**src/rtl/switch_debounce_pulse_pkg.sv**
```systemverilog
// Shared types and helpers for the switch conditioning block (switch_debounce_pulse).
package mcpnr_switch_pkg;

  typedef enum logic [1:0] {LO, CHK_HI, HI, CHK_LO} sw_state_t;

  // Width needed to hold a count from 0 up to n inclusive.
  function automatic int unsigned cnt_width(input int unsigned n);
    return unsigned'($clog2(n + 1));
  endfunction

endpackage

```
**src/rtl/switch_debounce_pulse_if.sv**
```systemverilog
// Switch bundle: raw inputs from MCPNR_SWITCHES and the conditioned level/pulse outputs.
interface switch_debounce_pulse_if #(
  parameter int unsigned NSWITCH = 1
);
  import mcpnr_switch_pkg::*;

  logic [NSWITCH-1:0] I;
  logic [NSWITCH-1:0] LEVEL;
  logic [NSWITCH-1:0] RISE;
  logic [NSWITCH-1:0] FALL;

  modport master (output I, input LEVEL, input RISE, input FALL);
  modport slave  (input I, output LEVEL, output RISE, output FALL);

endinterface

```
**src/rtl/switch_debounce_pulse_chan.sv**
```systemverilog
// One switch channel: synchroniser, debounce FSM, registered level and edge pulses.
// Optional auto-repeat of RISE while held high: SWITCH_PULSE_REPEAT_EN.
module switch_debounce_chan
  import mcpnr_switch_pkg::*;
#(
  parameter int unsigned SYNC_STAGES     = 2,
  parameter int unsigned DEBOUNCE_CYCLES = 4,
  parameter int unsigned REPEAT_CYCLES   = 16
) (
  input  logic CLK,
  input  logic RST,
  input  logic I,
  output logic LEVEL,
  output logic RISE,
  output logic FALL
);

  localparam int unsigned   CW         = cnt_width(DEBOUNCE_CYCLES);
  localparam logic [CW-1:0] CNT_ACCEPT = CW'(DEBOUNCE_CYCLES);

  if (SYNC_STAGES < 2) begin : g_bad_sync
    $error("SYNC_STAGES must be >= 2");
  end
  if (DEBOUNCE_CYCLES < 1) begin : g_bad_debounce
    $error("DEBOUNCE_CYCLES must be >= 1");
  end
  if (REPEAT_CYCLES < 2) begin : g_bad_repeat
    $error("REPEAT_CYCLES must be >= 2");
  end

  logic [SYNC_STAGES-1:0] sync;
  logic                   s;
  sw_state_t              state, state_n;
  logic [CW-1:0]          cnt, cnt_n, cnt_cand;
  logic                   level_n, rise_n, fall_n;

`ifdef SWITCH_PULSE_REPEAT_EN
  localparam int unsigned   RW        = unsigned'($clog2(REPEAT_CYCLES));
  localparam logic [RW-1:0] RCNT_LAST = RW'(REPEAT_CYCLES - 1);
  logic [RW-1:0] rcnt, rcnt_n;
`endif

  assign s = sync[SYNC_STAGES-1];

  always_ff @(posedge CLK) begin
    if (RST) sync <= '0;
    else     sync <= {sync[SYNC_STAGES-2:0], I};
  end

  always_ff @(posedge CLK) begin
    if (RST) begin
      state <= LO;
      cnt   <= '0;
      LEVEL <= 1'b0;
      RISE  <= 1'b0;
      FALL  <= 1'b0;
    end else begin
      state <= state_n;
      cnt   <= cnt_n;
      LEVEL <= level_n;
      RISE  <= rise_n;
      FALL  <= fall_n;
    end
  end

`ifdef SWITCH_PULSE_REPEAT_EN
  always_ff @(posedge CLK) begin
    if (RST) rcnt <= '0;
    else     rcnt <= rcnt_n;
  end
`endif

  // cnt_cand is the number of consecutive samples (including this one) that disagree with LEVEL.
  always_comb begin
    state_n  = state;
    cnt_n    = cnt;
    level_n  = LEVEL;
    rise_n   = 1'b0;
    fall_n   = 1'b0;
`ifdef SWITCH_PULSE_REPEAT_EN
    rcnt_n   = rcnt;
`endif
    cnt_cand = ((state == LO) || (state == HI)) ? CW'(1) : cnt + CW'(1);

    case (state)
      LO, CHK_HI: begin
        if (s) begin
          if (cnt_cand == CNT_ACCEPT) begin
            state_n = HI;
            cnt_n   = '0;
            level_n = 1'b1;
            rise_n  = 1'b1;
`ifdef SWITCH_PULSE_REPEAT_EN
            rcnt_n  = '0;
`endif
          end else begin
            state_n = CHK_HI;
            cnt_n   = cnt_cand;
          end
        end else begin
          state_n = LO;
          cnt_n   = '0;
        end
      end
      HI, CHK_LO: begin
        if (!s) begin
          if (cnt_cand == CNT_ACCEPT) begin
            state_n = LO;
            cnt_n   = '0;
            level_n = 1'b0;
            fall_n  = 1'b1;
          end else begin
            state_n = CHK_LO;
            cnt_n   = cnt_cand;
          end
        end else begin
          state_n = HI;
          cnt_n   = '0;
`ifdef SWITCH_PULSE_REPEAT_EN
          // Repeat counter is frozen in CHK_LO and restarts on a rejected low glitch.
          if (state == CHK_LO) begin
            rcnt_n = '0;
          end else if (rcnt == RCNT_LAST) begin
            rise_n = 1'b1;
            rcnt_n = '0;
          end else begin
            rcnt_n = rcnt + RW'(1);
          end
`endif
        end
      end
      default: begin
        state_n = LO;
        cnt_n   = '0;
      end
    endcase
  end

endmodule

```
**src/rtl/switch_debounce_pulse.sv**
```systemverilog
// Multi-channel switch conditioner: NSWITCH independent debounce channels.
// Optional RISE auto-repeat while held: SWITCH_PULSE_REPEAT_EN.
module switch_debounce_pulse
  import mcpnr_switch_pkg::*;
#(
  parameter int unsigned NSWITCH         = 1,
  parameter int unsigned SYNC_STAGES     = 2,
  parameter int unsigned DEBOUNCE_CYCLES = 4,
  parameter int unsigned REPEAT_CYCLES   = 16
) (
  input logic                   CLK,
  input logic                   RST,
  switch_debounce_pulse_if.slave sw
);

  if (NSWITCH < 1) begin : g_bad_nswitch
    $error("NSWITCH must be >= 1");
  end

  for (genvar g = 0; g < NSWITCH; g++) begin : g_chan
    switch_debounce_chan #(
      .SYNC_STAGES    (SYNC_STAGES),
      .DEBOUNCE_CYCLES(DEBOUNCE_CYCLES),
      .REPEAT_CYCLES  (REPEAT_CYCLES)
    ) u_chan (
      .CLK  (CLK),
      .RST  (RST),
      .I    (sw.I[g]),
      .LEVEL(sw.LEVEL[g]),
      .RISE (sw.RISE[g]),
      .FALL (sw.FALL[g])
    );
  end

endmodule

```
**src/flat_wrapper.sv**
```systemverilog
// flat-port wrapper written by rule: the top's interface ports become plain ports
module switch_debounce_pulse_flat import mcpnr_switch_pkg::*;
#(
  parameter int unsigned NSWITCH         = 1,
  parameter int unsigned SYNC_STAGES     = 2,
  parameter int unsigned DEBOUNCE_CYCLES = 4,
  parameter int unsigned REPEAT_CYCLES   = 16
)
  (CLK, RST, sw_I, sw_LEVEL, sw_RISE, sw_FALL);
  switch_debounce_pulse_if #(.NSWITCH(NSWITCH)) sw_i ();
  input logic CLK;
  input logic RST;
  input wire logic [$bits(sw_i.I)-1:0] sw_I;
  output wire logic [$bits(sw_i.LEVEL)-1:0] sw_LEVEL;
  output wire logic [$bits(sw_i.RISE)-1:0] sw_RISE;
  output wire logic [$bits(sw_i.FALL)-1:0] sw_FALL;
  assign sw_i.I = sw_I;
  assign sw_LEVEL = sw_i.LEVEL;
  assign sw_RISE = sw_i.RISE;
  assign sw_FALL = sw_i.FALL;
  switch_debounce_pulse #(.NSWITCH(NSWITCH), .SYNC_STAGES(SYNC_STAGES), .DEBOUNCE_CYCLES(DEBOUNCE_CYCLES), .REPEAT_CYCLES(REPEAT_CYCLES)) u_core (.CLK(CLK), .RST(RST), .sw(sw_i));
endmodule
```
**config.mk**
```make
export PLATFORM = sky130hd
export DESIGN_NAME = switch_debounce_pulse_flat
export DESIGN_NICKNAME = d
export VERILOG_FILES = /design/src/rtl/switch_debounce_pulse_pkg.sv /design/src/rtl/switch_debounce_pulse_if.sv /design/src/rtl/switch_debounce_pulse_chan.sv /design/src/rtl/switch_debounce_pulse.sv /design/src/flat_wrapper.sv
export SDC_FILE = /design/constraint.sdc
export NUM_CORES = 1
export LEC_CHECK = 0
export ABC_AREA = 1
export ABC_CLOCK_PERIOD_IN_PS = 1050
export CAP_MARGIN = 20
export CORE_AREA = 2 2 39 41
export DETAILED_ROUTE_END_ITERATION = 12
export DIE_AREA = 0 0 41 43
export GPL_TIMING_DRIVEN = 1
export HOLD_SLACK_MARGIN = 0.1
export PLACE_DENSITY = 0.52
export SLEW_MARGIN = 20
export SYNTH_ARGS = -nofsm -noshare
export SYNTH_HDL_FRONTEND = slang
export SYNTH_SLANG_ARGS = --single-unit
export TNS_END_PERCENT = 30
```
**constraint.sdc**
```tcl
create_clock -name CLK -period 1.05 [get_ports CLK]
set_input_delay 0.1575 -clock CLK [delete_from_list [all_inputs] [get_ports CLK]]
set_output_delay 0.1575 -clock CLK [all_outputs]
set_load 0.005 [all_outputs]
```
-- Word-level counts from Yosys, hierarchy flattened
Index checks and enable logic that the tools add are counted.
W data, S select, Z words.
- $add $sub $neg: 1
- multipliers: 0
- div/mod/pow operators: 0
- magnitude comparators: 0
- equal/unequal tests: 8
- shifts and indexed selects: 0
- multiplexer cells: 16
- bitwise gates (word level): 3
- reductions and logical operators: 7
- operator list (cell ; number):
    $mux W3 ; 4
    $mux W2 ; 4
    $ne A2 B2 Y1 const B ; 4
    $pmux W3 S2 ; 1
    $reduce_or A3 Y1 ; 2
    $mux W1 ; 5
    $eq A2 B2 Y1 const B ; 2
    $pmux W2 S2 ; 1
    $reduce_and A4 Y1 ; 1
    $reduce_or A2 Y1 ; 2
    $add A3 B1 Y3 const B ; 1
    $eq A3 B3 Y1 const B ; 1
    $not A1 Y1 ; 3
    $eq A2 B1 Y1 const B ; 1
    $logic_not A2 Y1 ; 1
    $pmux W1 S2 ; 1
    $logic_or A1 B1 Y1 ; 1
- register bits: 10
- latch bits: 0
- RAM bits: 0
- bits in read-only memories: 0
- output and inout bits: 3
- word-level logic and storage cells: 41
- memories: 0

-- Depth between registers and ports, before layout
Gate-level depths: netlist of the first run.
- depth after elaboration: 7
- depth in mapped cells: 8
- gate-level depth less buffers: 8

-- Worst setup path after synthesis of the first run
Ideal clock, no wire load.
- path kind: register to register
- start: register u_core.g_chan[0].u_chan.cnt[0]
- end: register u_core.g_chan[0].u_chan.LEVEL
- arrival time: 1.026 ns
- required time: 0.940 ns
- path slack: -0.086 ns
- stages on the path, launching flop included: 6
- clock period less this slack: 1.136 ns
- cell sequence: dfxtp_1 ha_1 nor2_4 nand3_1 nand2_1 nor2_2
- word-level cells in the longest chain between the ends: 5
- elaborated cells on any way between the ends: 6
- classes of those cells: add/sub: 1; eq/ne: 3; mux: 1; reduce/logical: 1
- RTL lines (what ; RTL line ; source):
    from (decl) ; switch_debounce_pulse_chan.sv:34 ; logic [CW-1:0] cnt, cnt_n, cnt_cand;
    from (signal assigned) ; switch_debounce_pulse_chan.sv:59 ; cnt <= cnt_n;
    $add A3 B1 Y3 * ; switch_debounce_pulse_chan.sv:83 ; cnt_cand = ((state == LO) || (state == HI)) ? CW'(1) : cnt + CW'(1);
    $mux W3 * ; switch_debounce_pulse_chan.sv:83 ;
    $eq A3 B3 Y1 * ; switch_debounce_pulse_chan.sv:88, switch_debounce_pulse_chan.sv:107 ;
    $ne A2 B2 Y1 (no source line) ; - ;
    $reduce_and A4 Y1 (no source line) * ; - ;
    to (signal assigned) ; switch_debounce_pulse_chan.sv:60 ; LEVEL <= level_n;
    to (decl) ; switch_debounce_pulse_chan.sv:13 ; output logic LEVEL,
Mark *: on every way between the ends. The rest lies on a longest branch, timed or not.
A chain may end at the register's enable or synchronous reset.

-- Worst setup path in the final report of the first run
- start: register u_core.g_chan[0].u_chan.cnt[1]
- end: register u_core.g_chan[0].u_chan.LEVEL
The elaborated chain is that of the path after synthesis.

==> impl_summary.log, run 1 <==
INFO  metric clk_transition_reported_paths = 0.07 ns
INFO  metric cts_tree = built
INFO  metric effective_utilization_at_floorplan = 0.270
INFO  metric worst-slew-pin-transition = 0.223 ns
INFO  metric layout-drive-gt1-share = 0.379
INFO  metric min_period = 1.08 ns
INFO  metric synth-seq-cells = 10
INFO  metric cts_root_buffer = sky130_fd_sc_hd__clkbuf_4
INFO  metric placementRows = 14
INFO  metric dpl.hpwl = 424 µm
INFO  metric ctsHoldBuffers = 0
INFO  metric p_clk_frac = 0.395
INFO  metric share_seq_of_total_power = 0.559
INFO  metric drt_drc_violations_left = 0
INFO  metric chipWidth = 41 µm
INFO  metric grt_max_degree = 7
INFO  metric failed_checks = setup timing
INFO  metric gp_routability_congestion = 0.767
INFO  metric multi_input_area = 184 µm²
INFO  metric p_leak = 0.237 nW
INFO  metric clock_sinks = 10
INFO  metric port_buffers = 5
INFO  metric clock.fmax = 925 MHz
INFO  metric layout.cells.most_common = sky130_fd_sc_hd__dfxtp_1
INFO  metric timing.hold.worst.start = sw_I
INFO  metric first_pass_grt_wire_length = 1.10 mm
INFO  metric worst-setup-path-type = reg2reg
INFO  metric yosysSeqAreaShare = 0.535
INFO  metric synth.avg_cell_area = 8.13 µm²
INFO  metric clock_tree.buffer_depth = 2
INFO  metric most-common-layout-cells = sky130_fd_sc_hd__dfxtp_1 (8), sky130_fd_sc_hd__inv_1 (7), sky130_fd_sc_hd__nor2_1 (7)
INFO  metric holdCritPathClass = in2reg
INFO  metric timing.critical_path.cells = ha_4 -> nor2_4 -> nand3_2 -> nand2_1 -> inv_1 -> nor2_2
INFO  metric fin_nets = 64
INFO  metric floorplan.die_area = 0.00176 mm²
INFO  metric report.final.hold_viol_count = 0
INFO  metric cellInternalPower = 0.000535 W
INFO  metric num_vias = 304
INFO  metric grtUsageTotal = 0.100
INFO  metric number_of_buffers_created_by_cts = 3
INFO  metric worst-path-buf-inv = 1
INFO  metric slowest_stage = sky130_fd_sc_hd__dfxtp_2
INFO  metric io_pins = 6
INFO  metric synth.distinct_cells = 13
INFO  metric final.fill_count = 148
INFO  metric layoutNonFillerInstCount = 74
INFO  metric setup_violations = 2
INFO  metric first_pass_iters = 4
INFO  metric sequential_cell_area = 203 µm²
INFO  metric viasPerCell = 4.11
INFO  metric cp-end-kind = flop
INFO  metric arrival = 1.30 ns
INFO  metric netlist_instances = 46
INFO  metric grt_setup_unrepaired = true
INFO  metric timing.rr.start = u_core.g_chan[0].u_chan.cnt[1]
INFO  metric outcome = finished, violations left
INFO  metric power.switching = 0.000159 W
INFO  metric timing.max_slew.rel_slack = 0.851
INFO  metric synthesis.nets = 50
INFO  metric start_kind = flop
INFO  metric power_switching_share = 0.229
INFO  metric flow.area_growth_from_synthesis = 43.1%
INFO  metric place.detailed.instances = 70
INFO  metric vdd_ir_max = 0.000674 V
INFO  metric gr-total-overflow = 0
INFO  metric combined_area_of_all_synthesized_cells = 374 µm²
INFO  metric core_area = 0.00138 mm²
INFO  metric power-per-cell-area = 1300 mW/mm²
INFO  metric fin_skew = 0.00498 ns
INFO  metric antenna_found_initial = 0
INFO  metric critPathRequiredTime = 1.27 ns
INFO  metric wl = 611 µm
INFO  metric postRouteAntennaNets = 0
INFO  metric comb_power_share = 0.047
INFO  metric finish.utilization = 0.387
INFO  metric setup.worst_path.start = u_core.g_chan[0].u_chan.cnt[1]
INFO  metric first_global_vias = 267
INFO  metric yosysWarnings = 0
INFO  metric post_drt_wl_per_cell = 8.26 µm
INFO  metric clock_insertion_delay_worst_skew = 0.27 ns
INFO  metric final_max_slew_viol_count = 0
INFO  metric diodes = 0
INFO  metric cpLargestDelayFamily = simple AND/OR/NAND/NOR gates
INFO  metric max_stage_delay = 0.33 ns
INFO  metric drt_first_iter_violations = 8
INFO  metric h_tree_depth_reported_by_cts = 1
INFO  metric setup_ws = -0.0307 ns
INFO  metric fin_crit_sh = 1.03
INFO  metric max_cap_viol_count = 0
INFO  metric worstPathMaxFanout = 6
INFO  metric die-height = 43 µm
==> layout make-up <==
type | count | share of cell area
clock buffers | 3 | 0.0421
inverters | 8 | 0.0561
multi-input cells | 28 | 0.343
flip-flops and latches | 10 | 0.379
well taps | 16 | 0.0374
repair buffers | 9 | 0.143
==> what timing repair did <==
action	in CTS	in global routing
gates resized for setup	3	9
pin swaps	1	4
setup endpoints to repair	6	5
endpoints found under the hold margin	0	0
buffers inserted	0	1
==> per-layer routing <==
metal	global-route usage	vias to the layer above	wire length, µm
met5	0	-	0
met4	0.100	0	20
met3	0.0471	3	35
met2	0.109	8	249
met1	0.131	130	305
li1	-	163	-
==> synth_stat cells <==
cell | number | area [µm²]
sky130_fd_sc_hd__a21oi_1 | 3 | 15.0
sky130_fd_sc_hd__dfxtp_1 | 10 | 200
sky130_fd_sc_hd__ha_1 | 1 | 12.5
sky130_fd_sc_hd__inv_1 | 8 | 30.0
sky130_fd_sc_hd__nand2_1 | 8 | 30.0
sky130_fd_sc_hd__nand2_2 | 1 | 6.26
sky130_fd_sc_hd__nand3_1 | 2 | 10.0
sky130_fd_sc_hd__nand3_2 | 1 | 10.0
sky130_fd_sc_hd__nor2_1 | 7 | 26.3
sky130_fd_sc_hd__nor2_2 | 2 | 12.5
sky130_fd_sc_hd__nor2_4 | 1 | 11.3
sky130_fd_sc_hd__nor3_1 | 1 | 5.00
sky130_fd_sc_hd__o21ai_1 | 1 | 5.00
==> kinds of logic after synthesis <==
kind of cell / after synthesis / synth area share
adders and majority gates: 1 / 0.0334
AOI/OAI and AO/OA: 4 / 0.0535
buffers and inverters: 8 / 0.0803
DFF: 10 / 0.535
and+or+nand+nor: 23 / 0.298
==> state kept, by name, summed over array words and instances (netlist names) <==
name	count
u_core.g_chan.u_chan.RISE	1
u_core.g_chan.u_chan.cnt	3
u_core.g_chan.u_chan.LEVEL	1
u_core.g_chan.u_chan.state	2
u_core.g_chan.u_chan.sync	2
u_core.g_chan.u_chan.FALL	1
==> through the flow <==
step	hold WS (ns)	power, W	TNS (ns)	setup WS [ns]	instance area (µm²)
finish	0.399	0.000694	-0.0404	-0.0307	536
global route	0.418	0.000723	-0.412	-0.103	536
CTS	0.398	0.000701	-0.0465	-0.0465	503
detailed placement	0.396	0.000426	-0.303	-0.0664	484
global placement	0.391	0.000426	-0.239	-0.0583	484
floorplan	0.227	0.000408	0	0.00504	392
==> worst paths after layout <==
check / depth (start not counted) / slack (ns) / to
setup / recovery: 6 / -0.03 / u_core.g_chan[0].u_chan.LEVEL
setup reg to reg: 6 / -0.03 / u_core.g_chan[0].u_chan.LEVEL
hold / removal: 3 / 0.40 / u_core.g_chan[0].u_chan.sync[0]
hold reg to reg: 2 / 0.40 / u_core.g_chan[0].u_chan.sync[1]
==> power groups by stage <==
stage	registers (W)	logic, W	clock network [W]
finish	0.000388	0.0000324	0.000274
global route	0.000388	0.0000357	0.000299
CTS	0.000387	0.0000301	0.000283
detailed placement	0.000396	0.0000299	0
global placement	0.000396	0.0000301	0
floorplan	0.000397	0.0000116	0
==> worst reg2reg max path, delay by kind of cell (launching register included) <==
family                     cells  cell delay (ns)
and+or+nand+nor                4             0.43
DFF                            1             0.33
adders and majority gates      1             0.24
buffers and inverters          1             0.04
(Power assumes the default switching activity.)
==> run 2, diff against run 1 <==
--- a/config.mk
+++ b/config.mk
@@ -9,6 +9,7 @@
 export ABC_CLOCK_PERIOD_IN_PS = 1050
 export CAP_MARGIN = 20
 export CORE_AREA = 2 2 39 41
+export CTS_CLUSTER_DIAMETER = 40
 export DETAILED_ROUTE_END_ITERATION = 12
 export DIE_AREA = 0 0 41 43
 export GPL_TIMING_DRIVEN = 1
==> results of run 2 <==
The final DEF is identical to that of run 1; final timing and power are the same.
==> run 3, diff against run 2 <==
--- a/config.mk
+++ b/config.mk
@@ -6,7 +6,7 @@
 export NUM_CORES = 1
 export LEC_CHECK = 0
 export ABC_AREA = 1
-export ABC_CLOCK_PERIOD_IN_PS = 1050
+export ABC_CLOCK_PERIOD_IN_PS = 1100
 export CAP_MARGIN = 20
 export CORE_AREA = 2 2 39 41
 export CTS_CLUSTER_DIAMETER = 40
@@ -14,7 +14,7 @@
 export DIE_AREA = 0 0 41 43
 export GPL_TIMING_DRIVEN = 1
 export HOLD_SLACK_MARGIN = 0.1
-export PLACE_DENSITY = 0.52
+export PLACE_DENSITY = 0.5
 export SLEW_MARGIN = 20
 export SYNTH_ARGS = -nofsm -noshare
 export SYNTH_HDL_FRONTEND = slang
==> constraint.sdc (replaced) <==
create_clock -name CLK -period 1.1 [get_ports CLK]
set_input_delay 0.165 -clock CLK [delete_from_list [all_inputs] [get_ports CLK]]
set_output_delay 0.165 -clock CLK [all_outputs]
set_load 0.005 [all_outputs]
==> impl_summary.log, run 3 (synthesis gave the netlist of run 1 again) <==
INFO  metric outcome = finished clean
INFO  metric timing.max_slew.rel_slack = 0.794
INFO  metric grtUsageTotal = 0.0917
INFO  metric gp_routability_congestion = 0.636
INFO  metric worst_r2r_path_depth = 8
INFO  metric hold_depth = 2
INFO  metric max_cap_viol_count = 0
INFO  metric fin_nets = 65
INFO  metric worst-setup-path-type = reg2reg
INFO  metric grt_setup_unrepaired = true
INFO  metric wl = 633 µm
INFO  metric min_period = 1.09 ns
INFO  metric fin_skew = 0.000899 ns
INFO  metric postRouteAntennaNets = 0
INFO  metric report.final.hold_viol_count = 0
INFO  metric start_kind = flop
INFO  metric slowest_stage = sky130_fd_sc_hd__dfxtp_2
INFO  metric holdCritPathClass = reg2reg
INFO  metric drt_drc_violations_left = 0
INFO  metric core_area = 0.00138 mm²
INFO  metric most_flop_heavy_register = u_core.g_chan.u_chan.cnt
INFO  metric first_pass_iters = 1
INFO  metric share_seq_of_total_power = 0.504
INFO  metric min_delay_worst_endpoint = u_core.g_chan[0].u_chan.sync[1]
INFO  metric h_tree_depth_reported_by_cts = 1
INFO  metric worstPathMaxFanout = 6
INFO  metric antenna_found_initial = 0
INFO  metric dpl.hpwl = 448 µm
INFO  metric io_pins = 6
INFO  metric floorplan.die_area = 0.00176 mm²
INFO  metric p_leak = 0.249 nW
INFO  metric cp-end-kind = flop
INFO  metric timing.critical_path.cells = ha_4 -> nand2_2 -> inv_2 -> nor2_4 -> nand3_2 -> nand2_2 -> inv_2 -> nor2_2
INFO  metric diodes = 0
INFO  metric first_pass_grt_wire_length = 1.05 mm
INFO  metric arrival = 1.30 ns
INFO  metric grt_max_degree = 7
INFO  metric port_buffers = 5
INFO  metric placementRows = 14
INFO  metric timing.rr.end = u_core.g_chan[0].u_chan.LEVEL
INFO  metric largest_registers = u_core.g_chan.u_chan.cnt (3), u_core.g_chan.u_chan.state (2), u_core.g_chan.u_chan.sync (2)
INFO  metric most-common-layout-cells = sky130_fd_sc_hd__dfxtp_1 (9), sky130_fd_sc_hd__nor2_1 (7), sky130_fd_sc_hd__inv_1 (6), sky130_fd_sc_hd__nand2_1 (6), sky130_fd_sc_hd__buf_4 (5)
INFO  metric worst-slew-pin-transition = 0.308 ns
INFO  metric place.detailed.instances = 71
INFO  metric clock_sinks = 10
INFO  metric cellInternalPower = 0.000584 W
INFO  metric layout-drive-gt1-share = 0.367
INFO  metric setup.reg_to_reg.worst_slack = 0.01 ns
INFO  metric post_drt_wl_per_cell = 8.33 µm
INFO  metric flow.area_growth_from_synthesis = 46.2%
INFO  metric clk_transition_reported_paths = 0.07 ns
INFO  metric power-per-cell-area = 1340 mW/mm²
INFO  metric number_of_buffers_created_by_cts = 3
INFO  metric largest_register_ffs = 3
INFO  metric first_global_vias = 261
INFO  metric comb_power_share = 0.040
INFO  metric clock_tree.buffer_depth = 2
INFO  metric setup.worst_path.start = u_core.g_chan[0].u_chan.cnt[0]
INFO  metric timing.hold.worst.start = u_core.g_chan[0].u_chan.sync[0]
INFO  metric cts_root_buffer = sky130_fd_sc_hd__clkbuf_4
INFO  metric layout.cells.most_common = sky130_fd_sc_hd__dfxtp_1
INFO  metric max_stage_delay = 0.34 ns
INFO  metric die-height = 43 µm
INFO  metric final_max_slew_viol_count = 0
INFO  metric num_vias = 318
INFO  metric viasPerCell = 4.18
INFO  metric layoutNonFillerInstCount = 76
INFO  metric power.switching = 0.000150 W
INFO  metric clock.fmax = 918 MHz
INFO  metric cts_tree = built
INFO  metric chipWidth = 41 µm
INFO  metric effective_utilization_at_floorplan = 0.270
INFO  metric vdd_ir_max = 0.000401 V
INFO  metric gr-total-overflow = 0
INFO  metric drt_first_iter_violations = 0
INFO  metric critPathRequiredTime = 1.31 ns
INFO  metric finish.utilization = 0.395
INFO  metric clock_insertion_delay_worst_skew = 0.26 ns
INFO  metric timing.rr.start = u_core.g_chan[0].u_chan.cnt[0]
INFO  metric setup_violations = 0
INFO  metric fin_crit_sh = 0.990
INFO  metric p_clk_frac = 0.456
INFO  metric ctsHoldBuffers = 0
INFO  metric power_switching_share = 0.205
## run 3: power by group through the flow
stage | logic [W] | registers [W] | clock network [W]
floorplan | 0.0000103 | 0.000378 | 0
global placement | 0.0000275 | 0.000378 | 0
detailed placement | 0.0000280 | 0.000378 | 0
CTS | 0.0000281 | 0.000370 | 0.000340
global route | 0.0000326 | 0.000371 | 0.000358
finish | 0.0000290 | 0.000370 | 0.000335
## run 3: cell type report
type | count | area, µm²
fill | 154 | 837
tap | 16 | 20.0
clock buffer | 4 | 36.3
inverter | 8 | 30.0
sequential | 10 | 201
multi-input combinational | 28 | 175
timing repair buffer | 10 | 83.8
## run 3: worst max path at each step
stage / slack, ns / depth (start not counted) / endpoint
2_1_floorplan: 0.008 / 5 / u_core.g_chan[0].u_chan.LEVEL
3_3_place_gp: -0.07 / 7 / u_core.g_chan[0].u_chan.LEVEL
3_5_place_dp: -0.07 / 7 / u_core.g_chan[0].u_chan.LEVEL
4_1_cts: -0.02 / 5 / u_core.g_chan[0].u_chan.LEVEL
5_1_grt: -0.05 / 8 / u_core.g_chan[0].u_chan.LEVEL
6_report: 0.01 / 8 / u_core.g_chan[0].u_chan.LEVEL
## run 3: layer usage
layer / up-vias / track usage / routed length [µm]
li1: 168 / - / -
met4: 0 / 0.0800 / 10
met3: 2 / 0.0314 / 16
met1: 142 / 0.111 / 307
met2: 6 / 0.122 / 299
met5: - / 0 / 0
## run 3: what timing repair did
item	4_1_cts	5_1_grt
setup buffers	0	1
endpoints found under the setup margin	7	5
gates resized for setup	4	9
pin swaps	0	5
cloned	0	0
## run 3: metrics by stage
stage | power (W) | area [µm²] | hold slack [ns] | setup WS [ns] | TNS [ns]
floorplan | 0.000389 | 374 | 0.234 | 0.00755 | 0
global placement | 0.000405 | 474 | 0.390 | -0.0650 | -0.0650
detailed placement | 0.000406 | 474 | 0.395 | -0.0662 | -0.0848
CTS | 0.000738 | 512 | 0.405 | -0.0227 | -0.0227
global route | 0.000762 | 547 | 0.420 | -0.0529 | -0.123
finish | 0.000735 | 547 | 0.403 | 0.0110 | 0
## run 3: worst max-delay path: cells and delay by family (launching register included)
family	cells	cell delay, ns
buffers and inverters	2	0.07
adder cells (fa/ha/maj)	1	0.16
flip-flops	1	0.34
AND/OR/NAND/NOR	5	0.46
